[config.mk]
export PLATFORM = sky130hd
export DESIGN_NAME = tt_mask_idx_agu
export DESIGN_NICKNAME = d
export VERILOG_FILES = /design/src/rtl/tt_mask_idx_agu.sv
export SDC_FILE = /design/constraint.sdc
export NUM_CORES = 1
export LEC_CHECK = 0
export BUFFER_PORTS_ARGS = -buffer_cell sky130_fd_sc_hd__buf_2
export CAP_MARGIN = 5
export CORE_AREA = 2 2 251 253
export DETAILED_ROUTE_END_ITERATION = 8
export DIE_AREA = 0 0 253 255
export PLACE_DENSITY_LB_ADDON = 0.05
export SLEW_MARGIN = 20
export SYNTH_ARGS = -nofsm -noshare
export SYNTH_HDL_FRONTEND = slang
export SYNTH_SLANG_ARGS = --single-unit
[constraint.sdc]
create_clock -name i_clk -period 7.95 [get_ports i_clk]
set_input_delay 0 -clock i_clk [delete_from_list [all_inputs] [get_ports i_clk]]
set_output_delay 0 -clock i_clk [all_outputs]
set_load 0.05 [all_outputs]
[src/rtl/tt_mask_idx_agu.sv]
// Mask/index address generator: buffers mask/index items in a credit-backed FIFO
// and expands them into per-element LSU requests for strided or indexed memops.
module tt_mask_idx_agu #(
  parameter int VLEN         = 256,
  parameter int MASK_CREDITS = 2,
  localparam int EW          = $clog2(VLEN + 1)
) (
  input  logic          i_clk,
  input  logic          i_reset,
  input  logic          i_start,
  input  logic          i_is_indexed,
  input  logic [EW-1:0] i_vl,
  input  logic [63:0]   i_base_addr,
  input  logic [63:0]   i_stride,
  input  logic [64:0]   i_mask_idx_item,
  input  logic          i_mask_idx_valid,
  output logic          o_mask_idx_credit,
  output logic          o_req_valid,
  input  logic          i_req_ready,
  output logic [63:0]   o_req_addr,
  output logic [EW-1:0] o_req_elem,
  output logic          o_busy,
  output logic          o_done,
  output logic          o_err
);

  localparam int PW = (MASK_CREDITS > 1) ? $clog2(MASK_CREDITS) : 1;
  localparam int CW = $clog2(MASK_CREDITS + 1);
  localparam logic [PW-1:0] LAST_PTR = PW'(MASK_CREDITS - 1);
  localparam logic [CW-1:0] FULL_CNT = CW'(MASK_CREDITS);

  typedef enum logic [1:0] {IDLE, RUN, DONE} state_t;

  state_t        state;
  logic          is_indexed_q;
  logic [EW-1:0] vl_q;
  logic [EW-1:0] elem;
  logic [63:0]   stride_q;
  logic [63:0]   addr_acc;

  logic [64:0]   fifo_mem [MASK_CREDITS];
  logic [PW-1:0] wr_ptr;
  logic [PW-1:0] rd_ptr;
  logic [CW-1:0] fifo_cnt;

  logic          fifo_full;
  logic          head_valid;
  logic          push_ok;
  logic          pop;
  logic [64:0]   head;
  logic [63:0]   head_word;
  logic          slot_free;
  logic          strided_zero;
  logic          step;
  logic          mask_bit;
  logic          load_req;
  logic          elem_done;

  always_comb begin
    head       = fifo_mem[rd_ptr];
    head_word  = head[63:0];
    fifo_full  = (fifo_cnt == FULL_CNT);
    head_valid = (fifo_cnt != '0);
    push_ok    = i_mask_idx_valid && (!fifo_full || pop);
  end

  // Step/pop decisions; a full FIFO can still accept a push when the head pops.
  always_comb begin
    slot_free    = !o_req_valid || i_req_ready;
    strided_zero = !is_indexed_q && (vl_q == '0);
    step         = (state == RUN) && head_valid && slot_free && (elem < vl_q);
    mask_bit     = head_word[elem[5:0]];
    load_req     = step && (is_indexed_q ? head[64] : mask_bit);
    pop          = ((state == RUN) && strided_zero && head_valid) ||
                   (step && (is_indexed_q || (elem[5:0] == 6'h3f) ||
                             (elem == vl_q - EW'(1))));
    elem_done    = (state == RUN) && !strided_zero && (elem == vl_q) && slot_free;
  end

  always_ff @(posedge i_clk) begin
    if (push_ok) fifo_mem[wr_ptr] <= i_mask_idx_item;
  end

  always_ff @(posedge i_clk or posedge i_reset) begin
    if (i_reset) begin
      wr_ptr            <= '0;
      rd_ptr            <= '0;
      fifo_cnt          <= '0;
      o_mask_idx_credit <= 1'b0;
      o_err             <= 1'b0;
    end else begin
      if (push_ok) wr_ptr <= (wr_ptr == LAST_PTR) ? '0 : wr_ptr + PW'(1);
      if (pop)     rd_ptr <= (rd_ptr == LAST_PTR) ? '0 : rd_ptr + PW'(1);
      case ({push_ok, pop})
        2'b10:   fifo_cnt <= fifo_cnt + CW'(1);
        2'b01:   fifo_cnt <= fifo_cnt - CW'(1);
        default: fifo_cnt <= fifo_cnt;
      endcase
      o_mask_idx_credit <= pop;
      if (i_mask_idx_valid && fifo_full && !pop) o_err <= 1'b1;
    end
  end

  // In indexed mode addr_acc simply holds the base address.
  always_ff @(posedge i_clk or posedge i_reset) begin
    if (i_reset) begin
      state        <= IDLE;
      is_indexed_q <= 1'b0;
      vl_q         <= '0;
      stride_q     <= '0;
      addr_acc     <= '0;
      elem         <= '0;
      o_req_valid  <= 1'b0;
      o_req_addr   <= '0;
      o_req_elem   <= '0;
      o_done       <= 1'b0;
    end else begin
      o_done <= 1'b0;
      case (state)
        IDLE: begin
          if (i_start) begin
            is_indexed_q <= i_is_indexed;
            vl_q         <= i_vl;
            stride_q     <= i_stride;
            addr_acc     <= i_base_addr;
            elem         <= '0;
            if (i_is_indexed && (i_vl == '0)) begin
              state  <= DONE;
              o_done <= 1'b1;
            end else begin
              state <= RUN;
            end
          end
        end
        RUN: begin
          if (step) begin
            elem <= elem + EW'(1);
            if (!is_indexed_q) addr_acc <= addr_acc + stride_q;
          end
          if (load_req) begin
            o_req_valid <= 1'b1;
            o_req_addr  <= is_indexed_q ? addr_acc + head_word : addr_acc;
            o_req_elem  <= elem;
          end else if (i_req_ready) begin
            o_req_valid <= 1'b0;
          end
          if ((strided_zero && head_valid) || elem_done) begin
            state  <= DONE;
            o_done <= 1'b1;
          end
        end
        DONE:    state <= IDLE;
        default: state <= IDLE;
      endcase
    end
  end

  always_comb o_busy = (state != IDLE);

endmodule

==> After elaboration in Yosys (flattened, before gate mapping) <==
Memory sizes are Yosys's and may differ from the RTL's.
Cells that the tools add are included.
{ "totals": {"mem_bits_rw": 130, "word_cells": 104, "inputBits": 208, "memories": 1, "register_bits": 230} }
{ "mem_list": {"columns": ["memory", "depth", "word_bits", "rd", "rd_clocked_by_memory_dff", "write_ports", "line_no", "rtl"], "rows": [
  ["fifo_mem", 2, 65, 1, 0, 1, "41", "logic [64:0] fifo_mem [MASK_CREDITS];"]
]} }
{ "classes": {"reduce_logical": 41, "muxes": 26, "n_lt_le_gt_ge": 2, "addsub": 8, "eq_ne": 11} }
{ "ops": {"columns": ["op", "n"], "rows": [
  ["$mux 64", 4],
  ["$add 64x64->64", 2],
  ["$pmux 64 s2", 1],
  ["$eq 9x9->1", 2],
  ["$logic_not 9->1", 2],
  ["$mux 9", 2],
  ["$pmux 9 s2", 1],
  ["$logic_and 1x1->1", 16],
  ["$mux 1", 11],
  ["$reduce_bool 2->1", 5],
  ["$add 9x1->9 const B", 1],
  ["$lt 9x9->1", 1],
  ["$sub 9x1->9 const B", 1],
  ["$pmux 2 s2", 2],
  ["$reduce_and 2->1", 4],
  ["$lt 6x7->1 const B", 1],
  ["$bmux 1 s6", 1],
  ["$eq 6x6->1 const B", 1],
  ["$logic_or 1x1->1", 6],
  ["$mux 2", 3],
  ["$ne 2x2->1 const B", 3],
  ["$logic_not 1->1", 5],
  ["$eq 2x1->1 const B", 2],
  ["$eq 2x2->1 const B", 2],
  ["other kinds (8)", 9]
]} }

==> Longest topological paths before layout <==
{ "depth": {"depth_word": 10, "mapped_depth": 17, "depth_no_buf": 15} }

==> Worst setup path before layout <==
Ideal clock, no wire load.
{ "synth_timing": {"path_kind": "register -> register", "from": "reg vl_q[0]", "to": "mem fifo_mem[0][0] (enable)", "synth_period_minus_slack_ns": 5.759, "path_stages_with_launch": 14, "t_required_ns": 7.462, "path_buffers": 0, "slack_ns": 2.191, "arrival_time_ns": 5.271, "cell_sequence": "dfrtp_1 > inv_1 > ha_1 > or3b_2 > nor3_1 > nor2_1 > a211o_1 > a21oi_1 > o31ai_1 > o21ai_0 > a21oi_1 > nand3b_1 > nand2_1 > nor2_1"} }
{ "synth_via": {"elab_chain_len": 9, "word_cells_on_any_way": 15, "classes_between": "add/sub (1); order compare (1); eq/ne (1); mux (2); reduce/logical (10)"} }
{ "synth_rtl": {"columns": ["item", "line_no", "rtl"], "rows": [
  ["start: declaration", "36", "logic [EW-1:0] vl_q;"],
  ["start signal: assignment", "123", "vl_q <= i_vl;"],
  ["$sub 9x1->9 / $logic_not 9->1 (equally long branches)", "76, 70", null],
  ["$eq 9x9->1 / $logic_and 1x1->1 (equally long branches)", "76, 70", null],
  ["$logic_or 1x1->1 / $logic_and 1x1->1 (equally long branches)", "75, 74", null],
  ["$logic_and 1x1->1, on equally long branches", "75, 74", null],
  ["$logic_or 1x1->1 (*)", "74", "pop = ((state == RUN) && strided_zero && head_valid) ||"],
  ["$logic_or 1x1->1 (*)", "64", "push_ok = i_mask_idx_valid && (!fifo_full || pop);"],
  ["$logic_and 1x1->1 (*)", "64", null],
  ["$mux 1 (*)", "81", "if (push_ok) fifo_mem[wr_ptr] <= i_mask_idx_item;"],
  ["$mux 1 (implied by the code) (*)", "81", null],
  ["end: declaration", "41", null]
]} }
Every way passes the cells marked *; elsewhere a longest branch is shown, timed or not.

==> Worst setup path in the final report <==
{ "layout_timing": {"from": "reg rd_ptr", "to": "reg o_req_addr[54]"} }
{ "layout_via": {"elab_chain_len": 6, "word_cells_on_any_way": 8, "classes_between": "add/sub (1); mux (4); reduce/logical (2); memory (1)"} }
{ "layout_rtl": {"columns": ["item", "line_no", "rtl"], "rows": [
  ["start: declaration", "43", "logic [PW-1:0] rd_ptr;"],
  ["start signal: assignment", "93", "if (pop) rd_ptr <= (rd_ptr == LAST_PTR) ? '0 : rd_ptr + PW'(1);"],
  ["$mem_v2 2x65 (*)", null, null],
  ["parallel branches: the longest is 5 deep, another holds $add 64x64->64", null, null],
  ["end signal: assignment", "142", "o_req_addr <= is_indexed_q ? addr_acc + head_word : addr_acc;"],
  ["end: declaration", "20", "output logic [63:0] o_req_addr,"]
]} }
Mark *: on every way between the ends. The select of a mux whose other input is x is not followed.
A chain may end at the register's enable or synchronous reset.

==> run_results.csv <==
group,metric,value,unit
logic_synthesis,avgSynthCellArea,9.69,um^2
setup_path,start_kind,"register",
sta,grt_setup_unrepaired,"false",
route,routedWlPerCell,21.4,um
logic_synthesis,yosysSeqAreaShare,0.425,
clock_tree,clk_latency,0.57,ns
sta,slew_headroom,0.260,
floorplanning,core_area,62200,um^2
cells_and_area,seq_area,9660,um^2
cells_and_area,layout-drive-gt1-share,0.191,
cells_and_area,synthToLayoutAreaGrowth,24.7,%
route,vias_per_cell,5.34,
setup_path,cp-end-kind,"register",
setup_path,worstPathRequired,8.45,ns
setup_path,critical_path_class,"register to register",
route,drt_iter0_drc,1152,
clock_tree,cts_tree,"yes",
sta,hold_slack,0.0526,ns
floorplanning,chipHeight,255,um
setup_path,max_stage_delay,1.01,ns
place,portBuffers,285,
place,placed_area,24900,um^2
place,post-dp-hpwl,58500,um
cells_and_area,multiInputGateArea,12400,um^2
global_route,grt_pass1_wl,115000,um
cells_and_area,finalInstanceArea,28300,um^2
place,placed_cells,3329,
cells_and_area,fillers,5991,
global_route,grt_usage,0.237,
global_route,grt_overflow,0,
sta,fin_crit,5.35,ns
logic_synthesis,synth_edf_count,130,
route,drt-pass1-iter-count,5,
setup_path,r2r_start,"rd_ptr$_DFFE_PP0N_",
cells_and_area,fin_cells,3611,
global_route,grt_max_degree,115,
sta,setup_viol,0,
logic_synthesis,ys.flop_type,"dfrtp_1",
setup_path,slowest_stage,"dfrtp_2",
sta,fmax,187,MHz
logic_synthesis,yosys_warnings,0,
logic_synthesis,syn_area,22700,um^2
sta,fin_skew,0.0212,ns
setup_path,worstReg2RegEnd,"o_req_addr[54]$_DFFE_PP0P_",
setup_path,path_cells,"mux2_2 > ha_1 > a2111oi_0 > o21ai_0 > o21a_1 > a2111oi_0 > nor3b_1 > o21ai_0 > a2111oi_1 > o31a_1 > o21a_1 > o311ai_1 > o21a_1",
setup_path,crit_fanout,32,
floorplanning,start_util,0.366,
logic_synthesis,synth_nets,2691,
sta,setup_tns,0,ns
route,finalWirelength,77300,um
clock_tree,clockBufferDepth,3,
job,drv_cap,0,
clock_tree,clkTransAtPathRegs,0.06,ns
route,vias,19284,
clock_tree,cts_resized,0,
sta,period_share,0.673,
logic_synthesis,ys_async_sr_fraction,0.639,
hold_path,min_from,"i_base_addr[63]",
cells_and_area,nNetsFinal,3129,
hold_path,holdCritPathClass,"primary input to register",
setup_path,rrSetupSlack,2.60,ns
logic_synthesis,yosys_register_bits,360,
clock_tree,cts_htree_levels,2,
setup_path,rr_worst_depth,13,
status,status,"complete, no violations",
place,place.gp.congestion,0.899,
floorplanning,core.rowCount,92,
clock_tree,numCtsBuffers,44,
clock_tree,cts-root-buf,"clkbuf_16",
setup_path,arrival,5.85,ns
route,ant_nets,0,
setup_path,crit_path_frequent_cell,"o21a_1",
floorplanning,dieArea,64500,um^2
global_route,antenna_found_initial,1,
floorplanning,die_w,253,um
logic_synthesis,syn_inst,2344,
sta,worstMarginPinSlew,1.11,ns
sta,hold_viol_final,0,
hold_path,hold-path-cell-count,6,
clock_tree,cts.sinks,360,
sta,maxSlewViolCount,0,
global_route,grt_pass1_vias,19121,
logic_synthesis,synth_cell_type_count,76,
hold_path,min_to,"addr_acc[63]$_DFFE_PP0P_",
route,drc_errors,0,
floorplanning,io_pins,286,
[cells in the final DEF, fill, tap and decap left out, types with 82 or more instances in the layout]
master           n
dfrtp_1        228
o21ai_0        125
a21oi_1        270
ha_1           137
edfxtp_1       130
nor2_1         269
buf_2          285
dlygate4sd3_1  206
xnor2_1         82
mux2_2         107
nand2_1        201
[worst max-delay path: cells and delay by family (launching register included)]
kind / cells / cell delay, ns
DFF: 1 / 1.01
and+or+nand+nor: 1 / 0.20
adders and majority gates: 1 / 0.38
AOI/OAI and AO/OA: 10 / 3.20
muxes: 1 / 0.44
[repair_timing]
item	in CTS	in global routing
hold buffers	206	0
setup buffers	0	0
endpoints found under the hold margin	387	0
[layout make-up]
cell class,instances,area share
inverter,58,0.00795
multi-input combinational,1807,0.437
clock buffer,59,0.0434
clock inverter,16,0.00676
timing repair buffer,511,0.128
tap,799,0.0353
antenna,1,0.0000883
sequential,360,0.341
[layer usage]
layer	vias up	GRT usage	routed length, um
met1	9325	0.284	31900
met3	101	0.0285	2910
li1	9437	-	-
met5	-	0	0
met4	0	0.0768	2380
met2	421	0.440	40100
[registers in the layout, summed over array words and instances, names as in the netlist]
register / flops
wr_ptr: 1
is_indexed_q: 1
elem: 9
state: 2
o_done: 1
vl_q: 9
o_req_elem: 9
fifo_mem: 130
stride_q: 64
fifo_cnt: 2
o_req_valid: 1
rd_ptr: 1
o_err: 1
addr_acc: 64
o_mask_idx_credit: 1
o_req_addr: 64
[how the worst max path moves through the flow]
stage               depth (start not counted)                    endpoint               start  slack, ns
floorplan                                   1     addr_acc[0]$_DFFE_PP0P_             i_reset       1.65
global placement                           14  o_req_addr[63]$_DFFE_PP0P_  rd_ptr$_DFFE_PP0N_       2.68
detailed placement                         14  o_req_addr[63]$_DFFE_PP0P_  rd_ptr$_DFFE_PP0N_       2.62
CTS                                        14  o_req_addr[63]$_DFFE_PP0P_  rd_ptr$_DFFE_PP0N_       2.60
global route                               14  o_req_addr[63]$_DFFE_PP0P_  rd_ptr$_DFFE_PP0N_       2.20
finish                                     13  o_req_addr[54]$_DFFE_PP0P_  rd_ptr$_DFFE_PP0N_       2.60
[metrics by stage]
stage	setup slack, ns	utilization
5_1_grt	2.20	0.456
3_3_place_gp	2.68	0.400
6_report	2.60	0.456
2_1_floorplan	1.65	-
3_5_place_dp	2.62	0.400
4_1_cts	2.60	0.456
[cells by family (layout without fill, tap and decap cells)]
| logic type | after synthesis | after routing | synth area share |
|---|---|---|---|
| AOI/OAI and AO/OA | 669 | 669 | 0.179 |
| and+or+nand+nor | 667 | 667 | 0.129 |
| DFF | 360 | 360 | 0.425 |
| muxes | 207 | 207 | 0.109 |
| buffers and inverters | 177 | 644 | 0.0322 |
| adders and majority gates | 139 | 139 | 0.0772 |
| xor gates and xnor gates | 125 | 125 | 0.0482 |
| other | 0 | 1 | 0 |
[cell usage after synthesis (5+ instances only)]
| cell | count | area [um^2] |
|---|---|---|
| nor2_1 | 272 | 1020 |
| a21oi_1 | 270 | 1350 |
| dfrtp_1 | 230 | 5760 |
| nand2_1 | 201 | 754 |
| ha_1 | 137 | 1710 |
| edfxtp_1 | 130 | 3900 |
| o21ai_0 | 125 | 626 |
| mux2_2 | 107 | 1200 |
| clkbuf_1 | 91 | 342 |
| xnor2_1 | 82 | 718 |
| inv_1 | 57 | 214 |
| mux2i_1 | 53 | 531 |
| a21o_1 | 52 | 390 |
| nand3_1 | 44 | 220 |
| xor2_1 | 43 | 377 |
| a31oi_1 | 32 | 200 |
| o21bai_1 | 32 | 240 |
| mux2_4 | 27 | 405 |
| nor3_1 | 27 | 135 |
| o211ai_1 | 26 | 195 |
| nand4_1 | 22 | 138 |
| o21a_1 | 21 | 158 |
| a211oi_1 | 20 | 150 |
| nand2b_1 | 19 | 119 |
| nor2b_1 | 19 | 119 |
| buf_2 | 18 | 90.1 |
| or3_1 | 17 | 106 |
| o31ai_1 | 14 | 105 |
| and3_1 | 12 | 75.1 |
| mux2_1 | 10 | 113 |
| mux4_2 | 10 | 225 |
| nor4_1 | 9 | 56.3 |
| o31a_1 | 7 | 61.3 |
| a21boi_0 | 6 | 45.0 |
| buf_6 | 6 | 67.6 |
| o2111ai_1 | 6 | 52.6 |
| nand3b_1 | 5 | 37.5 |
| o221ai_1 | 5 | 43.8 |
| o41ai_1 | 5 | 43.8 |
Power is not shown: default switching activity piles up to over one toggle a cycle in this logic, so the estimate is an artifact.
